==> src/rtl/mem_port_arbiter.sv <==
// Arbitrates the unified single-port memory between instruction fetch and data load/store.
// Optional MEM_ROUND_ROBIN_EN: ties alternate between requesters instead of data-first.
module mem_port_arbiter #(
  parameter int ADDR_W  = 12,
  parameter int MEM_LAT = 2
) (
  input  logic              CLK,
  input  logic              RST,
  input  logic              I_REQ,
  input  logic [ADDR_W-1:0] I_ADDR,
  output logic [31:0]       I_RDATA,
  output logic              I_ACK,
  input  logic              D_REQ,
  input  logic              D_WE,
  input  logic [3:0]        D_BE,
  input  logic [ADDR_W-1:0] D_ADDR,
  input  logic [31:0]       D_WDATA,
  output logic [31:0]       D_RDATA,
  output logic              D_ACK,
  output logic              M_CSN,
  output logic              M_WEN,
  output logic [3:0]        M_BE,
  output logic [ADDR_W-1:0] M_ADDR,
  output logic [31:0]       M_DOUT,
  input  logic [31:0]       M_DIN,
  output logic              BUSY,
  output logic [1:0]        o_dbg_state
);

  // Handshake: a requester holds REQ and its command fields stable until a
  // one-cycle ACK; RDATA is valid in the ACK cycle and held until the next
  // completion of the same kind. REQ must be low in the cycle after ACK.
  typedef enum logic [1:0] {
    ST_IDLE   = 2'd0,
    ST_ACCESS = 2'd1,
    ST_WAIT   = 2'd2,
    ST_RESP   = 2'd3
  } state_t;

  localparam logic [3:0] LAT_RELOAD = 4'(MEM_LAT - 1);

  state_t            r_state;
  logic [3:0]        r_cnt;
  logic              r_gnt_data;
  logic              r_cmd_we;
  logic              r_i_ack;
  logic              r_d_ack;
  logic [31:0]       r_i_rdata;
  logic [31:0]       r_d_rdata;
  logic              r_m_csn;
  logic              r_m_wen;
  logic [3:0]        r_m_be;
  logic [ADDR_W-1:0] r_m_addr;
  logic [31:0]       r_m_dout;

  logic              w_any;
  logic              w_pick_data;
  logic              w_store;
  logic              w_skip_cs;
  logic [3:0]        w_be;
  logic [ADDR_W-1:0] w_addr;

`ifdef MEM_ROUND_ROBIN_EN
  logic r_last_data;
  // On a tie the requester not granted last time wins.
  assign w_pick_data = D_REQ & (~I_REQ | ~r_last_data);
`else
  assign w_pick_data = D_REQ;
`endif

  assign w_any     = I_REQ | D_REQ;
  assign w_store   = w_pick_data & D_WE;
  assign w_be      = w_store ? D_BE : 4'hF;
  assign w_skip_cs = w_store & (D_BE == 4'h0);
  assign w_addr    = w_pick_data ? D_ADDR : I_ADDR;

  always_ff @(posedge CLK) begin
    if (RST) begin
      r_state    <= ST_IDLE;
      r_cnt      <= 4'd0;
      r_gnt_data <= 1'b0;
      r_cmd_we   <= 1'b0;
      r_i_ack    <= 1'b0;
      r_d_ack    <= 1'b0;
      r_i_rdata  <= 32'd0;
      r_d_rdata  <= 32'd0;
      r_m_csn    <= 1'b1;
      r_m_wen    <= 1'b1;
      r_m_be     <= 4'd0;
      r_m_addr   <= '0;
      r_m_dout   <= 32'd0;
`ifdef MEM_ROUND_ROBIN_EN
      r_last_data <= 1'b0;
`endif
    end else begin
      r_i_ack <= 1'b0;
      r_d_ack <= 1'b0;
      case (r_state)
        ST_IDLE: begin
          if (w_any) begin
            // Memory pins are loaded here so they are valid throughout ACCESS.
            r_gnt_data <= w_pick_data;
            r_cmd_we   <= w_store;
            r_m_addr   <= w_addr;
            r_m_be     <= w_be;
            r_m_csn    <= w_skip_cs;
            r_m_wen    <= ~(w_store & ~w_skip_cs);
            if (w_store) r_m_dout <= D_WDATA;
`ifdef MEM_ROUND_ROBIN_EN
            r_last_data <= w_pick_data;
`endif
            r_state <= ST_ACCESS;
          end
        end
        ST_ACCESS: begin
          r_m_csn <= 1'b1;
          r_m_wen <= 1'b1;
          if (r_cmd_we) begin
            r_d_ack <= 1'b1;
            r_state <= ST_RESP;
          end else begin
            r_cnt   <= LAT_RELOAD;
            r_state <= ST_WAIT;
          end
        end
        ST_WAIT: begin
          if (r_cnt == 4'd0) begin
            if (r_gnt_data) r_d_rdata <= M_DIN;
            else            r_i_rdata <= M_DIN;
            r_i_ack <= ~r_gnt_data;
            r_d_ack <= r_gnt_data;
            r_state <= ST_RESP;
          end else begin
            r_cnt <= r_cnt - 4'd1;
          end
        end
        ST_RESP: r_state <= ST_IDLE;
        default: r_state <= ST_IDLE;
      endcase
    end
  end

  assign I_RDATA     = r_i_rdata;
  assign I_ACK       = r_i_ack;
  assign D_RDATA     = r_d_rdata;
  assign D_ACK       = r_d_ack;
  assign M_CSN       = r_m_csn;
  assign M_WEN       = r_m_wen;
  assign M_BE        = r_m_be;
  assign M_ADDR      = r_m_addr;
  assign M_DOUT      = r_m_dout;
  assign BUSY        = (r_state != ST_IDLE);
  assign o_dbg_state = r_state;

endmodule

==> config.mk <==
export PLATFORM = sky130hd
export DESIGN_NAME = mem_port_arbiter
export DESIGN_NICKNAME = d
export VERILOG_FILES = /design/src/rtl/mem_port_arbiter.sv
export SDC_FILE = /design/constraint.sdc
export NUM_CORES = 1
export LEC_CHECK = 0
export CORE_ASPECT_RATIO = 1.5
export CORE_UTILIZATION = 42
export CTS_BUF_LIST = sky130_fd_sc_hd__clkbuf_8 sky130_fd_sc_hd__clkbuf_16
export CTS_CLUSTER_SIZE = 16
export DETAILED_ROUTE_END_ITERATION = 10
export PLACE_DENSITY = 0.81
export REMOVE_ABC_BUFFERS = 1
export SYNTH_ARGS = -nofsm -noshare
export SYNTH_HDL_FRONTEND = slang
export SYNTH_SLANG_ARGS = --single-unit
==> constraint.sdc <==
create_clock -name CLK -period 2.2 [get_ports CLK]
set_input_delay 0.44 -clock CLK [delete_from_list [all_inputs] [get_ports CLK]]
set_output_delay 0.44 -clock CLK [all_outputs]
set_load 0.01 [all_outputs]
==> metrics.cfg, run 1 <==
[run_status]
status = completed

[floorplanning]
dieHeight_um = 133
start_util_pct = 43.3
core_sq_um = 11100
dieArea_sq_um = 11900
die_w_um = 89.4
rows = 47
ios = 216

[sta]
hold_viol_final = 0
maxSlewViolCount = 0
setup_viol = 0
clock_skew_ns = 0.00954
finalCritPeriodShare_pct = 94.6
layout_min_cycle_time_ns = 2.08
fmax_mhz = 480
hold_slack_ns = 0.451
relSlewSlack_pct = 57.8
worstMarginPinSlew_ns = 0.633
rsz0062_at_grt = false

[synth]
synth_simple_gate_area_share_pct = 17.0
synthXorXnorAreaFrac_pct = 0
synth_edf_count = 0
async_reset_ff_share_pct = 0
ys_ff_latch = 124
synth_compound_gate_area_share_pct = 22.1
synth_ff_type = dfxtp_1
yosys-top-cells-area = dfxtp_1 52%, a21oi_1 11%, nand3_1 6.8%
synth_fa_ha_area_share_pct = 1.30
postSynthAreaPerCell_sq_um = 8.34
yosys.area.top_type = dfxtp_1
synth_mux_area_share_pct = 2.70
synth_top_family_by_area = compound AO/OA/AOI/OAI gates
ys_seq_area_share_pct = 51.6
netlist_instances = 577
yosysWarnings = 0
syn_area_sq_um = 4810
yosysUniqueCellTypes = 40
synth_top_area_share_pct = 51.6

[cts]
ctsHoldBuffers = 0
h-tree-depth = 4
clk_latency_ns = 0.41
root_buffer = clkbuf_16
cts_tree = done
postCtsSetupBuffers = 0
numCtsBuffers = 17
clk_pin_slew_ns = 0.05
clock-sinks = 124
cts_max_path_buffers = 2

[layout]
final_nets = 868
antenna_cells = 0
syn2layout_area_growth_pct = 58.9
drive_above_1_share_pct = 6.56
n_fill_cell = 864

[critical_path]
reg2reg_slack_ns = 0.28
r2r-start = o_dbg_state[0]
ff2ff_path_depth = 6
cp-start-kind = flip-flop
end_kind = primary output
r2r-end = I_RDATA[24]
worstPathRequired_ns = 1.76
worstPathMaxFanout = 12
path_class = flip-flop to primary output
arrival_ns = 1.64

[routing]
ant_nets = 0
routed_via_density = 5.30
highest_layer = met4
vias = 4903
wl_met3_um = 1230
dr.first_iter.drc_count = 213
wl_um = 13800
drcViolationCount = 0
drt-pass1-iter-count = 6
wl_per_cell_um = 14.9
wl_met1_um = 5110
wl_met2_um = 7200

[placement]
gp_congestion = 0.800
hpwl_um = 9400
port_buffers = 215

[pwr]
powerDensity_nw_per_um2 = 1040
power_leakage_nw = 2.68
vdd_drop_max_uv = 547
power_mw = 7.96

[global_routing]
grt_usage_pct = 23.7
grt_pass1_vias = 4814
grt_max_degree = 68
grt_pass1_wl_um = 22000
antenna_found_initial = 0
grt_overflow = 0

[min_path]
min_to = M_DOUT[22]
hp-class = flip-flop to flip-flop
holdPathStages = 2
min_from = M_DOUT[22]

[job]
drv_cap = 0

## cells in the final DEF (no fill, tap or decap), types with 3 or more instances in the layout
cell type,synthesis,layout
nor2_1,21,21
nand2b_1,3,3
o22ai_1,4,4
inv_1,6,6
dfxtp_2,0,3
clkbuf_16,0,17
buf_4,1,8
ha_1,5,4
mux2i_1,13,13
nand2_1,66,66
clkinv_2,0,6
clkdlybuf4s50_1,0,214
buf_12,0,4
o21ai_0,65,65
a21oi_1,104,104
nand3_1,65,65
a211oi_1,14,14
dfxtp_1,124,121
## registers in the layout, indices dropped and copies added, names as in the netlist
name	flops
D_ACK	1
D_RDATA	32
I_ACK	1
I_RDATA	32
M_ADDR	12
M_BE	4
M_CSN	1
M_DOUT	32
M_WEN	1
o_dbg_state	2
r_cmd_we	1
r_cnt	4
r_gnt_data	1
## through the flow
step	setup slack, ns	utilization (%)	setup TNS (ns)	cells	cell area, sq um
after floorplan	-0.943	-	-57.76	521	4590
after global placement	0.358	63.5	0	894	7060
after detailed placement	0.288	63.5	0	894	7060
after CTS	0.00129	68.7	0	925	7640
after global routing	0.0117	68.8	0	925	7650
final	0.119	68.8	0	925	7650
## kinds of logic after synthesis
logic type / Yosys count
flip-flops: 124
multiplexers: 13
buffers and inverters: 63
adder cells (fa/ha/maj): 5
AND/OR/NAND/NOR: 174
AO/OA/AOI/OAI: 198
## Yosys cell counts (2+ instances only)
cell and n:
clkbuf_1 43, a21oi_1 104, inv_1 6, nor4_1 2
a211oi_1 14, ha_1 5, nand2b_1 3, dfxtp_1 124
or3_1 2, o31ai_1 2, buf_2 12, o21ai_0 65
mux2i_1 13, nor2_1 21, nand3b_1 2, o21bai_1 2
nand3_1 65, o32ai_1 2, nand2_1 66, o22ai_1 4
## worst max-delay path by stage
stage	from	depth (start not counted)	to
global placement	D_REQ	4	M_CSN
detailed placement	D_REQ	5	M_ADDR[9]
CTS	o_dbg_state[0]	4	BUSY
global route	o_dbg_state[1]	4	BUSY
finish	o_dbg_state[1]	4	BUSY
floorplan	r_gnt_data	3	D_RDATA[0]
## worst max-delay path: stages, from the launching register on
cell and delay (ns):
dfxtp_2 0.36, inv_1 0.09, ha_4 0.21, inv_1 0.06, clkdlybuf4s50_1 0.52
## routing by layer
| metal | GRT usage [%] | up-vias |
|---|---|---|
| li1 | - | 2404 |
| met1 | 24.3 | 2290 |
| met2 | 42.2 | 184 |
| met3 | 8.92 | 25 |
| met4 | 9.70 | 0 |
| met5 | 0 | - |
## cell type report
type / instances / area (sq um) / share of cell area (%)
timing repair buffer: 226 / 2280 / 29.8
tap: 147 / 184 / 2.40
multi-input combinational: 390 / 2090 / 27.4
sequential: 124 / 2490 / 32.5
clock buffer: 19 / 453 / 5.92
clock inverter: 12 / 123 / 1.60
inverter: 7 / 26.3 / 0.344
## what timing repair did
action | CTS | global route
gates cloned | 0 | 0
gates resized for setup | 2 | 2
pin swaps | 0 | 0
endpoints found under the setup margin | 1 | 1
## power breakdown
group | total, mW | switching, mW | internal (mW) | leakage (nW)
clock | 2.69 | 0.981 | 1.71 | 0.284
sequential | 2.80 | 0.194 | 2.61 | 1.01
combinational | 2.47 | 1.28 | 1.18 | 1.38
(Power assumes the default switching activity.)
==> run 2: changes to the inputs <==
--- a/config.mk
+++ b/config.mk
@@ -5,8 +5,9 @@
 export SDC_FILE = /design/constraint.sdc
 export NUM_CORES = 1
 export LEC_CHECK = 0
+export ABC_AREA = 1
 export CORE_ASPECT_RATIO = 1.5
-export CORE_UTILIZATION = 42
+export CORE_UTILIZATION = 43
 export CTS_BUF_LIST = sky130_fd_sc_hd__clkbuf_8 sky130_fd_sc_hd__clkbuf_16
 export CTS_CLUSTER_SIZE = 16
 export DETAILED_ROUTE_END_ITERATION = 10
==> metrics.cfg, run 2 <==
[sta]
finalCritPeriodShare_pct = 87.9  ; -6.7 points
clock_skew_ns = 0.00907  ; -0.000461 ns
fmax_mhz = 517  ; +7.6%
maxSlewViolCount = 0  ; unchanged
worstMarginPinSlew_ns = 0.520  ; -0.114 ns
layout_min_cycle_time_ns = 1.93  ; -0.147 ns
relSlewSlack_pct = 65.3  ; +7.5 points
setup_ws_ns = 0.265  ; +0.147 ns
hold_viol_final = 0  ; unchanged
setup_viol = 0  ; unchanged
rsz0062_at_grt = false

[synth]
ys_ff_latch = 124  ; unchanged
synth_top_area_share_pct = 48.5  ; -3.1 points
async_reset_ff_share_pct = 0  ; unchanged
syn_area_sq_um = 5120  ; +6.4%
netlist_instances = 756  ; +31%
yosys-top-cells-area = dfxtp_1 48%, nand2_1 16%, nor2_1 13%
yosysWarnings = 0  ; unchanged
yosys-top-cells-count = 223 x nand2_1, 174 x nor2_1, 124 x dfxtp_1
synth_ff_type = dfxtp_1
postSynthAreaPerCell_sq_um = 6.77  ; -19%
synth_edf_count = 0  ; unchanged
yosys.area.top_type = dfxtp_1
ys_seq_area_share_pct = 48.5  ; -3.1 points
synth_most_common_cell = nand2_1
yosysUniqueCellTypes = 19  ; -53%

[placement]
place_area_sq_um = 7400  ; +4.8%
port_buffers = 215  ; unchanged
preCtsSetupSlack_ns = 0.250  ; -0.0388 ns
gp_congestion = 0.809  ; +1.1%
hpwl_um = 9900  ; +5.3%

[critical_path]
crit_path_cell_trace = inv_1, ha_1, inv_1, dlygate4sd2_1
crit_family = buffers and inverters
crit_buf_inv = 3  ; unchanged
arrival_ns = 1.49  ; -0.15 ns
cp-start-kind = flip-flop
crit_top_cell = inv_1
r2r-start = o_dbg_state[0]
worstPathMaxFanout = 5  ; -7
startpoint = o_dbg_state[0]
r2r-end = M_ADDR[10]
path_class = flip-flop to primary output
worstSetupPathDepth = 4  ; unchanged
ff2ff_path_depth = 7  ; +1
crit_slowest_cell = dfxtp_1
cp_slowest_stage_delay_ns = 0.39  ; -0.13 ns
end_kind = primary output
reg2reg_slack_ns = 0.37  ; +0.09 ns
endpoint = BUSY
worstPathRequired_ns = 1.76  ; about the same

[layout]
n_fill_cell = 977  ; +13%
design_area_sq_um = 7980  ; +4.4%
syn2layout_area_growth_pct = 55.9
drive_above_1_share_pct = 5.35  ; -1.2 points
regArea_sq_um = 2480  ; -0.15%
final_common_cell = nand2_1
antenna_cells = 0  ; unchanged
final_nets = 1061  ; +22%
mostFrequentLayoutCells = 221 x nand2_1, 214 x clkdlybuf4s50_1, 174 x nor2_1
multiInputGateArea_sq_um = 2110  ; +0.90%
utilization_pct = 69.2  ; +0.42 points

[floorplanning]
core_sq_um = 11500  ; +3.7%
ios = 216  ; unchanged
dieArea_sq_um = 12400  ; +3.8%
dieHeight_um = 136  ; +1.9%
rows = 48  ; +2.1%
die_w_um = 91.1  ; +1.9%
start_util_pct = 44.4  ; +1.1 points

[global_routing]
antenna_found_initial = 0  ; unchanged
grt_usage_pct = 23.1  ; -0.62 points
grt_overflow = 0  ; unchanged
grt_max_degree = 88  ; +29%
grt_pass1_wl_um = 22600  ; +2.8%
grt_pass1_vias = 4903  ; +1.8%

[routing]
drt-pass1-iter-count = 4  ; -2
highest_layer = met4
wl_met3_um = 1020  ; -18%
drcViolationCount = 0  ; unchanged
vias = 5179  ; +5.6%
dr.first_iter.drc_count = 152  ; -29%
wl_um = 14000  ; +1.6%
routed_via_density = 4.62  ; -13%
ant_nets = 0  ; unchanged
wl_per_cell_um = 12.5  ; -16%
wl_met1_um = 5350  ; +4.7%
wl_met2_um = 7420  ; +3.1%

[pwr]
vdd_drop_max_uv = 627  ; +15%
power_mw = 8.75  ; +10%
power_leakage_nw = 3.63  ; +36%
powerDensity_nw_per_um2 = 1100  ; +5.4%

[cts]
root_buffer = clkbuf_16
cts_max_path_buffers = 2  ; unchanged
cts_tree = done
clock-sinks = 124  ; unchanged
clk_pin_slew_ns = 0.06  ; about the same
numCtsBuffers = 17  ; unchanged
h-tree-depth = 4  ; unchanged
postCtsSetupBuffers = 0  ; unchanged
clk_latency_ns = 0.41  ; about the same

[min_path]
hp-class = flip-flop to flip-flop

[run_status]
status = completed

[job]
drv_cap = 0  ; unchanged

[run 2: tightest hold or removal path: stages, from the launching register on]
cell     delay, ns
dfxtp_1       0.31
nand2_1       0.06
a21oi_1       0.05
[run 2: per-stage QoR]
step	hold slack, ns	TNS (ns)	instances
finish	0.459	0	1122
global route	0.476	0	1122
CTS	0.462	0	1122
detailed placement	0.453	0	1090
global placement	0.447	0	1090
floorplan	0.448	-2.46	714
[run 2: layout make-up]
cell class | instances | share of cell area (%)
clock inverters | 15 | 2.04
flip-flops and latches | 124 | 31.1
inverters | 81 | 3.81
well taps | 150 | 2.35
multi-input cells | 509 | 26.5
clock buffers | 17 | 5.33
repair buffers | 226 | 28.9
[run 2: timing repair]
action | CTS | global route
setup endpoints to repair | 1 | 0
resized for setup | 1 | 0
hold buffers | 0 | 0
[run 2: report_power, final]
part / switching [mW] / internal [mW]
combinational: 1.65 / 1.42
clock: 1.06 / 1.68
sequential: 0.248 / 2.69
[run 2: cells by family (layout without fill, tap and decap cells)]
| kind of cell | Yosys count | in the layout | share of synthesized area [%] |
|---|---|---|---|
| compound gates | 61 | 61 | 6.18 |
| fa+ha+maj | 5 | 5 | 1.22 |
| flops | 124 | 124 | 48.5 |
| simple gates | 443 | 443 | 33.8 |
| buf+inv | 123 | 339 | 10.4 |
[run 2: worst min path at each step]
stage / from / endpoint / slack [ns] / depth (start not counted)
floorplan: r_gnt_data / r_gnt_data / 0.45 / 2
global placement: M_DOUT[2] / M_DOUT[2] / 0.45 / 2
detailed placement: M_DOUT[4] / M_DOUT[4] / 0.45 / 2
CTS: M_DOUT[4] / M_DOUT[4] / 0.46 / 2
global route: M_DOUT[6] / M_DOUT[6] / 0.48 / 2
finish: M_DOUT[4] / M_DOUT[4] / 0.46 / 2
[run 2: routing by layer]
metal | up-vias | global-route usage [%]
met2 | 189 | 43.1
li1 | 2680 | -
met3 | 19 | 6.57
met4 | 0 | 8.99
met1 | 2291 | 24.3
met5 | - | 0
==> RTL edit 1, RTL diff (config.mk and constraints of run 2) <==
The option `MEM_ROUND_ROBIN_EN` is turned on by a define.
--- a/src/rtl/mem_port_arbiter.sv
+++ b/src/rtl/mem_port_arbiter.sv
@@ -2,2 +2,4 @@
 // Optional MEM_ROUND_ROBIN_EN: ties alternate between requesters instead of data-first.
+`define MEM_ROUND_ROBIN_EN
+
 module mem_port_arbiter #(
Function: changed (Yosys sat finds a counterexample within 10 cycles, from zero or initial values and one cycle with RST high).
==> RTL edit 1 against run 2 <==
Final area increased by 1.2%; setup slack worse by 0.0095 ns; fmax is 0.49% lower; worst hold slack better by 0.0037 ns; sequential power about the same; clock skew shrank 0.0025 ns; wire length down 2.7%; area after synthesis increased by 2.6%; via count up 1.1%; sequential cell count is the same; power is 0.76% higher; critical path type is now register to register; highest routed layer unchanged.
==> RTL edit 1: results (changes against run 2) <==
=================================================================================
Slew of the pin with the lowest slew margin                             0.4551 ns   -0.06469 ns
Sequential element share of the synthesized area                           47.25%   -1.2 points
Detail Placement HPWL                                                    9.443 mm   -4.6%
Post-Place Cell Area                                                 0.007473 mm2   +1.0%
Post-synthesis mux area share                                                  0%   unchanged
H-tree lvl count                                                                4   unchanged
Vias in the first global route                                               4867   -0.73%
Share of the synthesized area in compound gates (AO/OA/AOI/OAI)            6.478%   +0.30 points
Cell types occupying the most area after synthesis                   dfxtp_1 (47%), nand2_1 (15%), nor2_1 (13%)
Hold/Removal Path Class                                              register to register
Clock buffer depth                                                              2   unchanged
CTS root buf                                                            clkbuf_16
Non-Filler Instances                                                         1140   +1.6%
CTS buffer count                                                               17   unchanged
Initial DRC Count                                                             211   +39%
Commonest cells post-synth                                           nand2_1 (212), nor2_1 (184), dfxtp_1 (124)
Final Hold Violating Endpoints                                                  0   unchanged
Clk_lat worst skew                                                        0.40 ns
Number of filler cells placed in the layout                                  1040   +6.4%
Leakage                                                               0.003681 uW   +1.4%
Fraction of synthesis flops using an asynchronous set or reset pin             0%   unchanged
Maximum clock skew at final layout                                    0.006536 ns   -0.002538 ns
Placer congestion estimate                                                 0.7766   -4.0%
Mean cell area of the mapped netlist                                    6.779 um2   about the same
Average detailed-routed wire length per instance                         11.98 um   -4.3%
Largest fanout of any net on the critical path                                 38   +33
Routed vias/inst                                                            4.595   -0.46%
Total routing resource utilization after global routing                    22.13%   -0.97 points
Pin count of the biggest net entering global routing                           66   -25%
Post-CTS setup buffers                                                          0   unchanged
Critical path data arrival time                                           2.23 ns   +0.74 ns
Library cell with the highest instance count after synthesis              nand2_1
Register bit total from synthesis                                             124   unchanged
First-pass GRT wire length                                               22.33 mm   -1.3%
Peak supply drop                                                        0.6944 mV   +11%
Port Buffers                                                                  215   unchanged
Antenna diode count                                                             0   unchanged
Dpl ws                                                                -0.01107 ns   -0.2606 ns
Number of different library cells in the post-synthesis netlist                22   +3
Antenna violations before repair                                                0   unchanged
Status                                                                  completed
Layout cells sized above 1                                                 5.674%   +0.32 points
Clock transition at the registers of the reported paths                   0.06 ns   about the same
Synth warn                                                                      0   unchanged
Number of iterations in the first detailed-routing pass                         4   unchanged
Fraction of synthesized cell area in xor and xnor cells                        0%   unchanged
Area share of fa/ha/maj cells after synthesis                              1.191%   -0.031 points
=================================================================================
==> RTL edit 1: what timing repair did <==
item / in CTS / in global routing
gates resized for setup: 1 / 2
setup endpoints to repair: 1 / 1
endpoints found under the hold margin: 0 / 0
==> RTL edit 1: area by class of cell <==
class | instances | area [um2] | area share (%)
Sequential cell | 124 | 2485 | 30.76
Timing Repair Buffer | 225 | 2267 | 28.07
Multi-Input combinational cell | 510 | 2175 | 26.92
Clock buffer | 17 | 425.4 | 5.266
Inverter | 96 | 360.3 | 4.461
Tap cell | 153 | 191.4 | 2.370
Clock inverter | 15 | 173.9 | 2.153
==> RTL edit 1: worst paths after layout <==
kind / startpoint / endpoint / slack [ns] / depth (start not counted)
worst min-delay path: M_DOUT[28] / M_DOUT[28] / 0.46 / 2
worst max-delay path: o_dbg_state[0] / M_ADDR[4] / 0.26 / 8
worst max register to register: o_dbg_state[0] / M_ADDR[4] / 0.26 / 8
worst min register to register: M_DOUT[28] / M_DOUT[28] / 0.46 / 2
==> RTL edit 1: routing by layer <==
metal  GRT usage [%]  share of wire, %
met2           38.89                50
met3           7.450               7.3
met5               0                 0
met1           24.30                41
met4           9.288               2.0
==> RTL edit 1: critical path: stages (launching register included) <==
cell,delay [ns]
dfxtp_2,0.34
inv_1,0.10
ha_1,0.18
buf_4,0.37
o21ai_2,0.18
inv_2,0.39
nand2_1,0.11
nor2_1,0.10
nor2_1,0.05
==> RTL edit 1: where the power goes <==
part / internal (uW) / leakage (uW) / switching (uW)
clock: 1780 / 0.000281 / 1030
sequential: 2700 / 0.00101 / 250
combinational: 1410 / 0.00239 / 1660
==> RTL edit 2, RTL diff (settings of run 2) <==
Without the edit above. Register the output `o_dbg_state` once more, without a reset; this adds one clock of latency there. The other outputs are not delayed to match.
--- a/src/rtl/mem_port_arbiter.sv
+++ b/src/rtl/mem_port_arbiter.sv
@@ -152,3 +152,5 @@
   assign BUSY        = (r_state != ST_IDLE);
-  assign o_dbg_state = r_state;
+  always_ff @(posedge CLK) begin
+    o_dbg_state <= r_state;
+  end
 
Function: changed (Yosys sat finds a counterexample within 4 cycles, from zero or initial values and one cycle with RST high).
==> RTL edit 2 against run 2 <==
Core utilization fell by 0.51 points; via count hardly changed; sequential power up 2%; setup slack got worse by 0.068 ns; cell count is 0.18% higher; final area is 0.22% lower; sequential cell count increased by 2; clock skew about the same; area after synthesis up 0.78%; wire length fell by 2.3%; die area is 0.77% higher; critical path depth is the same; power down 0.59%.
==> RTL edit 2: results (changes against run 2) <==
=================================================================================
Status                                                                  completed
Clock transition at the registers of the reported paths                   0.06 ns   about the same
Commonest cells post-synth                                           nand2_1 (225), nor2_1 (174), dfxtp_1 (126)
Area share of fa/ha/maj cells after synthesis                              1.212%   -0.0095 points
Count of unresolved DRC violations after routing                                0   unchanged
Total number of vias                                                         5180   +0.019%
Total routing resource utilization after global routing                    23.08%   about the same
CTS root buf                                                            clkbuf_16
Fraction of synthesis flops using an asynchronous set or reset pin             0%   unchanged
Pin count of the biggest net entering global routing                           87   -1.1%
Sequential element share of the synthesized area                           48.87%   +0.40 points
Peak supply drop                                                        0.5769 mV   -8.0%
Slew of the pin with the lowest slew margin                             0.5032 ns   -0.01661 ns
CTS buffer count                                                               17   unchanged
Port Buffers                                                                  215   unchanged
Post-synthesis mux area share                                                  0%   unchanged
Top flip-flop cell by instance count after synthesis                      dfxtp_1
Reg2Reg Depth                                                                   7   unchanged
Number of filler cells placed in the layout                                   981   +0.41%
Routed vias/inst                                                            4.609   -0.16%
Number of different library cells in the post-synthesis netlist                20   +1
Width of the chip                                                        91.46 um   +0.38%
Startpoint of the worst register-to-register path                      r_state[0]
Post-Syn Instances                                                            759   +0.40%
Largest fanout of any net on the critical path                                  5   unchanged
Startpoint of the lowest-slack hold path                               r_state[1]
Slowest cell on the critical path                                         dfxtp_1
Placer congestion estimate                                                 0.8027   -0.79%
Number of iterations in the first detailed-routing pass                         4   unchanged
Detail Placement HPWL                                                    9.498 mm   -4.1%
Maximum clock skew at final layout                                    0.008813 ns   -0.0002617 ns
Clock buffer depth                                                              2   unchanged
Initial DRC Count                                                             151   -0.66%
Cell types occupying the most area after synthesis                   dfxtp_1 (49%), nand2_1 (16%), nor2_1 (13%)
Fraction of synthesized cell area in xor and xnor cells                        0%   unchanged
Leakage                                                               0.003632 uW   about the same
Layout cells sized above 1                                                 5.236%   -0.11 points
Share of the synthesized area in compound gates (AO/OA/AOI/OAI)            5.939%   -0.24 points
Antenna violations before repair                                                0   unchanged
Antenna diode count                                                             0   unchanged
Total placed cells including tap cells                                       1092   +0.18%
Stage delay of the slowest cell on the critical path                      0.40 ns
End of the worst hold path                                           o_dbg_state[1]
First-pass GRT wire length                                               22.87 mm   +1.1%
Clk_lat worst skew                                                        0.41 ns   about the same
Synth warn                                                                      0   unchanged
Vias in the first global route                                               4953   +1.0%
Hold/Removal Path Class                                              register to register
H-tree lvl count                                                                4   unchanged
Crit path max-delay family                                           buffers and inverters
Worst hold path cell count                                                      0   -2
Average detailed-routed wire length per instance                         12.20 um   -2.5%
Register-to-register setup slack                                          0.42 ns   +0.05 ns
Worst R2R End                                                          M_ADDR[10]
=================================================================================
RTL edit 2: cell count changes in the layout (fill, tap and decap cells not counted), moves of 2 or more:
| cell | delta |
|---|---|
| buf_4 | +2 |
| dfxtp_1 | +2 |
| nand2_1 | +2 |
| buf_12 | -3 |
RTL edit 2: logic make-up after synthesis:
family                   after synthesis
flip-flops                           126
buffers and inverters                123
adder cells (fa/ha/maj)                5
AO/OA/AOI/OAI                         59
AND/OR/NAND/NOR                      446
RTL edit 2: how the worst max path moves through the flow:
| stage | cells after the start | slack (ns) | end | start |
|---|---|---|---|---|
| after floorplan | 8 | 0.006 | D_RDATA[0] | r_state[0] |
| after global placement | 6 | 0.36 | M_BE[1] | D_REQ |
| after detailed placement | 6 | 0.31 | M_ADDR[9] | D_REQ |
| after CTS | 4 | 0.21 | BUSY | r_state[0] |
| after global routing | 4 | 0.15 | BUSY | r_state[0] |
| final | 4 | 0.20 | BUSY | r_state[0] |
RTL edit 2: per-layer routing:
layer / wire length [um] / up-vias / global-route usage [%]
li1: - / 2692 / -
met1: 5596 / 2287 / 25.89
met2: 6860 / 182 / 40.10
met3: 1029 / 19 / 7.998
met4: 222 / 0 / 8.730
met5: 0 / - / 0
RTL edit 2: stage by stage:
stage          hold WS (ns)  cell area, um2  util (%)  worst slack, ns
2_1_floorplan        0.3790            4937         -         0.006112
5_1_grt              0.4312            7966     68.73           0.1456
6_report             0.4209            7966     68.73           0.1974
4_1_cts              0.4169            7966     68.73           0.2063
3_5_place_dp         0.4020            7395     63.80           0.3077
3_3_place_gp         0.3945            7395     63.80           0.3611
RTL edit 2: power breakdown:
group	switching, uW	internal [uW]	total [uW]
registers	251	2750	3000
clock network	1060	1600	2660
logic	1650	1390	3040
total	2960	5740	8700
RTL edit 2: layout make-up:
class                   instances  area, um2  area share, %
flip-flops and latches        126       2522          31.66
repair buffers                225       2263          28.41
multi-input cells             510       2116          26.56
clock buffers                  18      439.2          5.513
inverters                      81      304.0          3.817
well taps                     150      187.7          2.356
clock inverters                14      133.9          1.681
RTL edit 2: what timing repair did:
action / CTS / global route
setup endpoints to repair: 1 / 0
endpoints found under the hold margin: 0 / 0
resized for setup: 1 / 0
setup buffers: 0 / 0
RTL edit 2: worst register-to-register path, cell delays in order, from the launching register on:
cell     delay [ns]
dfxtp_1        0.35
inv_1          0.11
ha_1           0.18
buf_4          0.36
o21ai_4        0.11
inv_1          0.40
nor2_1         0.08
nor2_1         0.13
